[config.mk]
export PLATFORM = sky130hd
export DESIGN_NAME = axi_read_streamer
export DESIGN_NICKNAME = d
export VERILOG_FILES = /design/src/rtl/slime_axi_pkg.sv /design/src/rtl/stream_fifo.sv /design/src/rtl/axi_read_streamer.sv
export SDC_FILE = /design/constraint.sdc
export NUM_CORES = 1
export LEC_CHECK = 0
export BUFFER_PORTS_ARGS = -buffer_cell sky130_fd_sc_hd__buf_2
export CAP_MARGIN = 20
export CORE_ASPECT_RATIO = 0.7
export CORE_MARGIN = 8
export CORE_UTILIZATION = 40
export DETAILED_ROUTE_END_ITERATION = 8
export GPL_TIMING_DRIVEN = 1
export MAX_ROUTING_LAYER = met4
export PLACE_DENSITY = 0.71
export RECOVER_POWER = 50
export SLEW_MARGIN = 10
export SYNTH_ARGS = -nofsm -noshare
export SYNTH_HDL_FRONTEND = slang
export SYNTH_HIERARCHICAL = 1
export SYNTH_SLANG_ARGS = --single-unit
[constraint.sdc]
create_clock -name clock -period 6.6 [get_ports clock]
set_clock_uncertainty 0.05 [all_clocks]
set_input_delay 0.99 -clock clock [delete_from_list [all_inputs] [get_ports clock]]
set_output_delay 0.99 -clock clock [all_outputs]
set_load 0.005 [all_outputs]
[src/rtl/slime_axi_pkg.sv]
// Shared AXI streaming definitions: streamer FSM states and word-size helper.
package slime_axi_pkg;

    typedef enum logic [1:0] {
        StIdle,
        StIssue,
        StDrain,
        StDone
    } state_e;

    function automatic int unsigned BYTES_PER_WORD(input int unsigned data_bits);
        return data_bits / 8;
    endfunction

endpackage

[src/rtl/stream_fifo.sv]
// Power-of-two valid/ready FIFO; a push and a pop may share a cycle at any occupancy.
module stream_fifo #(
    parameter int unsigned DEPTH = 4,
    parameter int unsigned WIDTH = 64
) (
    input  logic                         clock,
    input  logic                         reset,
    input  logic                         in_valid,
    output logic                         in_ready,
    input  logic [WIDTH-1:0]             in_data,
    output logic                         out_valid,
    input  logic                         out_ready,
    output logic [WIDTH-1:0]             out_data,
    output logic [$clog2(DEPTH+1)-1:0]   count
);
    localparam int unsigned PtrBits = $clog2(DEPTH);
    localparam int unsigned CntBits = $clog2(DEPTH + 1);
    localparam logic [CntBits-1:0] FullCount = CntBits'(DEPTH);

    logic [WIDTH-1:0]   mem [DEPTH];
    logic [PtrBits-1:0] rd_ptr;
    logic [PtrBits-1:0] wr_ptr;
    logic               push;
    logic               pop;

    assign out_valid = (count != '0);
    // A full FIFO still accepts when the head leaves in the same cycle.
    assign in_ready  = (count != FullCount) || out_ready;
    assign push      = in_valid && in_ready;
    assign pop       = out_valid && out_ready;
    assign out_data  = out_valid ? mem[rd_ptr] : '0;

    always_ff @(posedge clock) begin
        if (push) begin
            mem[wr_ptr] <= in_data;
        end
    end

    always_ff @(posedge clock or posedge reset) begin
        if (reset) begin
            rd_ptr <= '0;
            wr_ptr <= '0;
            count  <= '0;
        end else begin
            if (push) begin
                wr_ptr <= wr_ptr + 1'b1;
            end
            if (pop) begin
                rd_ptr <= rd_ptr + 1'b1;
            end
            if (push && !pop) begin
                count <= count + 1'b1;
            end else if (!push && pop) begin
                count <= count - 1'b1;
            end
        end
    end

endmodule

[src/rtl/axi_read_streamer.sv]
// Fetches word_count consecutive words over AXI AR/R and streams them out in order.
// Defining AXI_READ_STREAMER_PERF_EN adds a saturating stall_cycles counter output.
module axi_read_streamer
    import slime_axi_pkg::*;
#(
    parameter int unsigned ADDR_BITS  = 17,
    parameter int unsigned DATA_BITS  = 64,
    parameter int unsigned FIFO_DEPTH = 4
) (
    input  logic                 clock,
    input  logic                 reset,
    input  logic                 start,
    input  logic [ADDR_BITS-1:0] base_addr,
    input  logic [15:0]          word_count,
    output logic                 busy,
    output logic                 done,
    output logic                 axi_arvalid,
    input  logic                 axi_arready,
    output logic [ADDR_BITS-1:0] axi_araddr,
    input  logic                 axi_rvalid,
    output logic                 axi_rready,
    input  logic [DATA_BITS-1:0] axi_rdata,
    output logic                 out_valid,
    input  logic                 out_ready,
    output logic [DATA_BITS-1:0] out_data
`ifdef AXI_READ_STREAMER_PERF_EN
    ,
    output logic [31:0]          stall_cycles
`endif
);
    localparam int unsigned CntBits    = $clog2(FIFO_DEPTH + 1);
    localparam int unsigned CreditBits = CntBits + 1;
    localparam logic [CreditBits-1:0] DepthCredit = CreditBits'(FIFO_DEPTH);
    localparam logic [ADDR_BITS-1:0]  AddrStep    = ADDR_BITS'(BYTES_PER_WORD(DATA_BITS));

    state_e               state;
    logic [15:0]          remaining;
    logic [CntBits-1:0]   outstanding;
    logic [CntBits-1:0]   outstanding_next;
    logic [CntBits-1:0]   fifo_count;
    logic [CntBits-1:0]   count_next;
    logic [CreditBits-1:0] credit_next;
    logic                 ar_hs;
    logic                 r_hs;
    logic                 pop;
    logic                 fifo_in_ready;
    logic                 credit_ok;

    assign axi_rready = busy;
    assign ar_hs      = axi_arvalid && axi_arready;
    assign r_hs       = axi_rvalid && busy;
    assign pop        = out_valid && out_ready;

    // Credit is judged on next-cycle totals so a registered arvalid never overcommits.
    always_comb begin
        outstanding_next = outstanding;
        if (ar_hs && !r_hs) begin
            outstanding_next = outstanding + 1'b1;
        end else if (!ar_hs && r_hs) begin
            outstanding_next = outstanding - 1'b1;
        end
        count_next = fifo_count;
        if (r_hs && !pop) begin
            count_next = fifo_count + 1'b1;
        end else if (!r_hs && pop) begin
            count_next = fifo_count - 1'b1;
        end
        credit_next = CreditBits'(outstanding_next) + CreditBits'(count_next);
    end

    assign credit_ok = (credit_next < DepthCredit);

    always_ff @(posedge clock or posedge reset) begin
        if (reset) begin
            state       <= StIdle;
            busy        <= 1'b0;
            done        <= 1'b0;
            axi_arvalid <= 1'b0;
            axi_araddr  <= '0;
            remaining   <= '0;
            outstanding <= '0;
        end else begin
            done        <= 1'b0;
            outstanding <= outstanding_next;
            unique case (state)
                StIdle: begin
                    if (start) begin
                        axi_araddr <= base_addr;
                        remaining  <= word_count;
                        busy       <= 1'b1;
                        if (word_count == '0) begin
                            state <= StDone;
                            done  <= 1'b1;
                        end else begin
                            state       <= StIssue;
                            axi_arvalid <= 1'b1;
                        end
                    end
                end
                StIssue: begin
                    if (ar_hs) begin
                        axi_araddr <= axi_araddr + AddrStep;
                        remaining  <= remaining - 16'd1;
                        if (remaining == 16'd1) begin
                            state       <= StDrain;
                            axi_arvalid <= 1'b0;
                        end else begin
                            axi_arvalid <= credit_ok;
                        end
                    end else if (!axi_arvalid) begin
                        axi_arvalid <= credit_ok;
                    end
                end
                StDrain: begin
                    if (outstanding_next == '0 && count_next == '0) begin
                        state <= StDone;
                        done  <= 1'b1;
                    end
                end
                StDone: begin
                    state <= StIdle;
                    busy  <= 1'b0;
                end
                default: begin
                    state <= StIdle;
                    busy  <= 1'b0;
                end
            endcase
        end
    end

    stream_fifo #(
        .DEPTH (FIFO_DEPTH),
        .WIDTH (DATA_BITS)
    ) u_fifo (
        .clock     (clock),
        .reset     (reset),
        .in_valid  (r_hs),
        .in_ready  (fifo_in_ready),
        .in_data   (axi_rdata),
        .out_valid (out_valid),
        .out_ready (out_ready),
        .out_data  (out_data),
        .count     (fifo_count)
    );

    fifo_no_overflow: assert property (@(posedge clock) disable iff (reset)
        r_hs |-> fifo_in_ready);

`ifdef AXI_READ_STREAMER_PERF_EN
    always_ff @(posedge clock or posedge reset) begin
        if (reset) begin
            stall_cycles <= '0;
        end else if (state == StIdle && start) begin
            stall_cycles <= '0;
        end else if (out_valid && !out_ready && stall_cycles != '1) begin
            stall_cycles <= stall_cycles + 32'd1;
        end
    end
`endif

endmodule

==> metrics <==
status=completed; Final TNS setup=0 ps; row count=54; die width=229 um; Final period util=61.1%; WL/cell=19.8 um; Post-synth top cells=256 x edfxtp_1, 67 x and2_1, 64 x mux4_2, 48 x dfrtp_1, 44 x a21oi_1; Post-CTS Hold Fix Bufs=0; final hold violation count=0; Arrival @ worst endpoint=~3000 ps; Max-cap violations=0; DP HPWL=17900 um; Mapped Area=12700 um^2; Seq/Total Area, Yosys=69.8%; YS warnings=6; die area=between 30000 and 40000 um^2; CP Max Fanout=42; critical path class=flip-flop to primary output; logic gate share of total power=between 30% and 40%; Sw Pwr=2.23 mW; Tot Pwr=a little under 7 mW; PortBufs=between 150 and 200; Pint=4.72 mW; R2R Path Start=axi_rready; Die Span Y=165 um; CTS tree=yes; Distinct cells, synth=50; fraction of registers with async set/reset=around 16%; Buf/Inv on CP=2; post-CTS setup buffers=0; Hold WC Path Type=input port to async pin; I/O pin count=189; Worst Setup Start Kind=flip-flop; CP max stage cell=dfrtp_4; Clock Tree Buf Depth=3; Avg Inst Size Synth=17.0 um^2; Clock Latency Late Sink=approximately 550 ps; worst vdd ir=0.259 mV; Cell Chain, Critical Path=buf_4 > mux4_2 > and2_1 > buf_2; GRT Util Overall=14.8%; Filler Cells Inserted=2659; switching share of power=about a third; Sequential Power Share=40.8%; pwr dens=463 nW/um^2; first-pass GRT wire length=43300 um; Clock power frac=24.4%; Antenna Nets Post-Route=0; H-tree depth=1; ys flop type=edfxtp_1; DR iter-0 viols=502; core area=about 31000 um^2; drt total wl=27500 um; CP top delay family=flip-flops; CP endpoint kind=primary output; Peak Freq=248 MHz; Worst-Margin Slew=1440 ps; most common cell in the netlist=edfxtp_1; CTS clk-pin slew, worst paths=60 ps; Leak=5.22 nW; Area Growth Syn to Fin=17.7%; Critical path origin=u_fifo/rd_ptr[0]; Placer Congestion=about 0.8; layout cell share with drive strength beyond 1=24.6%; # nets final=1065; root buf cell=clkbuf_16; RSZ-0062 raised after global routing=false; CP required=~5600 ps; DRC=0; Pre-antenna DRT Iters=4; EDFF count, synth=256; vias post-DR=approximately 7100; gr ovfl total=0; final setup fails=0; antenna violations before repair=4; largest area contributor in the netlist=edfxtp_1; clock tree sinks=304; largest stage delay on the critical path=980 ps; number of vias per cell=5.12; Post-CTS Resized=0; ranking of synthesized cells by area=edfxtp_1 60%, mux4_2 11%, dfrtp_1 9.4%; Mapped Cells=approximately 750; max-slew violation count=0; vias in the first global route=7425; slew margin rel.=3.92%; number of CTS-inserted buffers=30; post-synth top area share=about three fifths; largest net degree at the start of global routing=69; Synthesized Nets=~870; effective utilization at floorplan=40.7%; final worst path period need=4030 ps; synthesis-stage register bit count=approximately 300; Final Util=about 48%
metal layers:
metal	vias up	wire (um)	track usage, %
met4	0	529	3.18
met5	-	0	-
met1	3574	12700	20.1
met3	38	1370	3.41
met2	168	12800	22.8
li1	3325	-	-
final timing paths:
| kind | end | slack, ps | depth (start not counted) |
|---|---|---|---|
| worst max-delay path | out_data[27] | 2570 | 4 |
| worst min-delay path | u_fifo/count[2] | 350 | 2 |
| worst max register to register | u_fifo/mem[3][50] | 3330 | 4 |
| worst min register to register | axi_araddr[2] | 470 | 1 |
| max in group asynchronous | outstanding[2] | 4240 | 3 |
| min in group clock | axi_araddr[2] | 470 | 1 |
cell usage in the layout (no fill, tap or decap), drive strengths merged, types with 7 or more instances in the layout:
cell / Yosys / final
dfrtp: 48 / 48
and2: 68 / 68
buf: 17 / 114
nand3: 26 / 26
edfxtp: 256 / 256
ha: 18 / 18
nor2: 10 / 10
o22ai: 18 / 18
a21oi: 44 / 44
nand2: 27 / 27
and3: 8 / 8
nor4: 7 / 7
inv: 22 / 23
mux4: 64 / 64
clkinv: 0 / 7
o21ai: 30 / 30
clkbuf: 21 / 121
power by group through the flow:
stage	clock (mW)	sequential [mW]	combinational, mW
5_1_grt	1.82	2.90	2.67
2_1_floorplan	0	2.74	1.74
6_report	1.69	2.84	2.41
3_3_place_gp	0	2.87	2.40
3_5_place_dp	0	2.88	2.43
4_1_cts	1.75	2.84	2.45
sequential cells by signal, summed over array words and instances, names as in the netlist:
signal and cells:
u_fifo/wr_ptr 2, u_fifo/count 3, state 2, u_fifo/mem 256, u_fifo/rd_ptr 2, axi_rready 1
done 1, outstanding 3, axi_araddr 17, axi_arvalid 1, remaining 16
cell families after synthesis:
| logic type | synth area share [%] |
|---|---|
| flip-flops | 69.8 |
| multiplexers | 12.3 |
| AO/OA/AOI/OAI | 4.84 |
| buffers and inverters | 2.23 |
| adder cells (fa/ha/maj) | 2.00 |
| AND/OR/NAND/NOR | 7.79 |
| XOR/XNOR | 1.10 |
area by class of cell:
class	instances	area, um^2	share of cell area (%)
Timing Repair Buffer	198	928	6.19
Clock buffer	37	798	5.32
Multi-Input combinational cell	387	3580	23.9
Tap cell	420	526	3.50
Sequential cell	304	8890	59.3
Inverter	22	82.6	0.551
Antenna cell	4	10.0	0.0667
Clock inverter	15	180	1.20
through the flow:
step                std cells  instance area [um^2]  hold WS (ps)  setup WS (ps)
global route             1387                 15000           341           2300
detailed placement       1330                 14100           448           3010
finish                   1387                 15000           346           2570
floorplan                 751                 12700           415           3270
CTS                      1382                 15100           320           2390
global placement         1330                 14100           437           3030
Power figures use the tool's default switching activity.
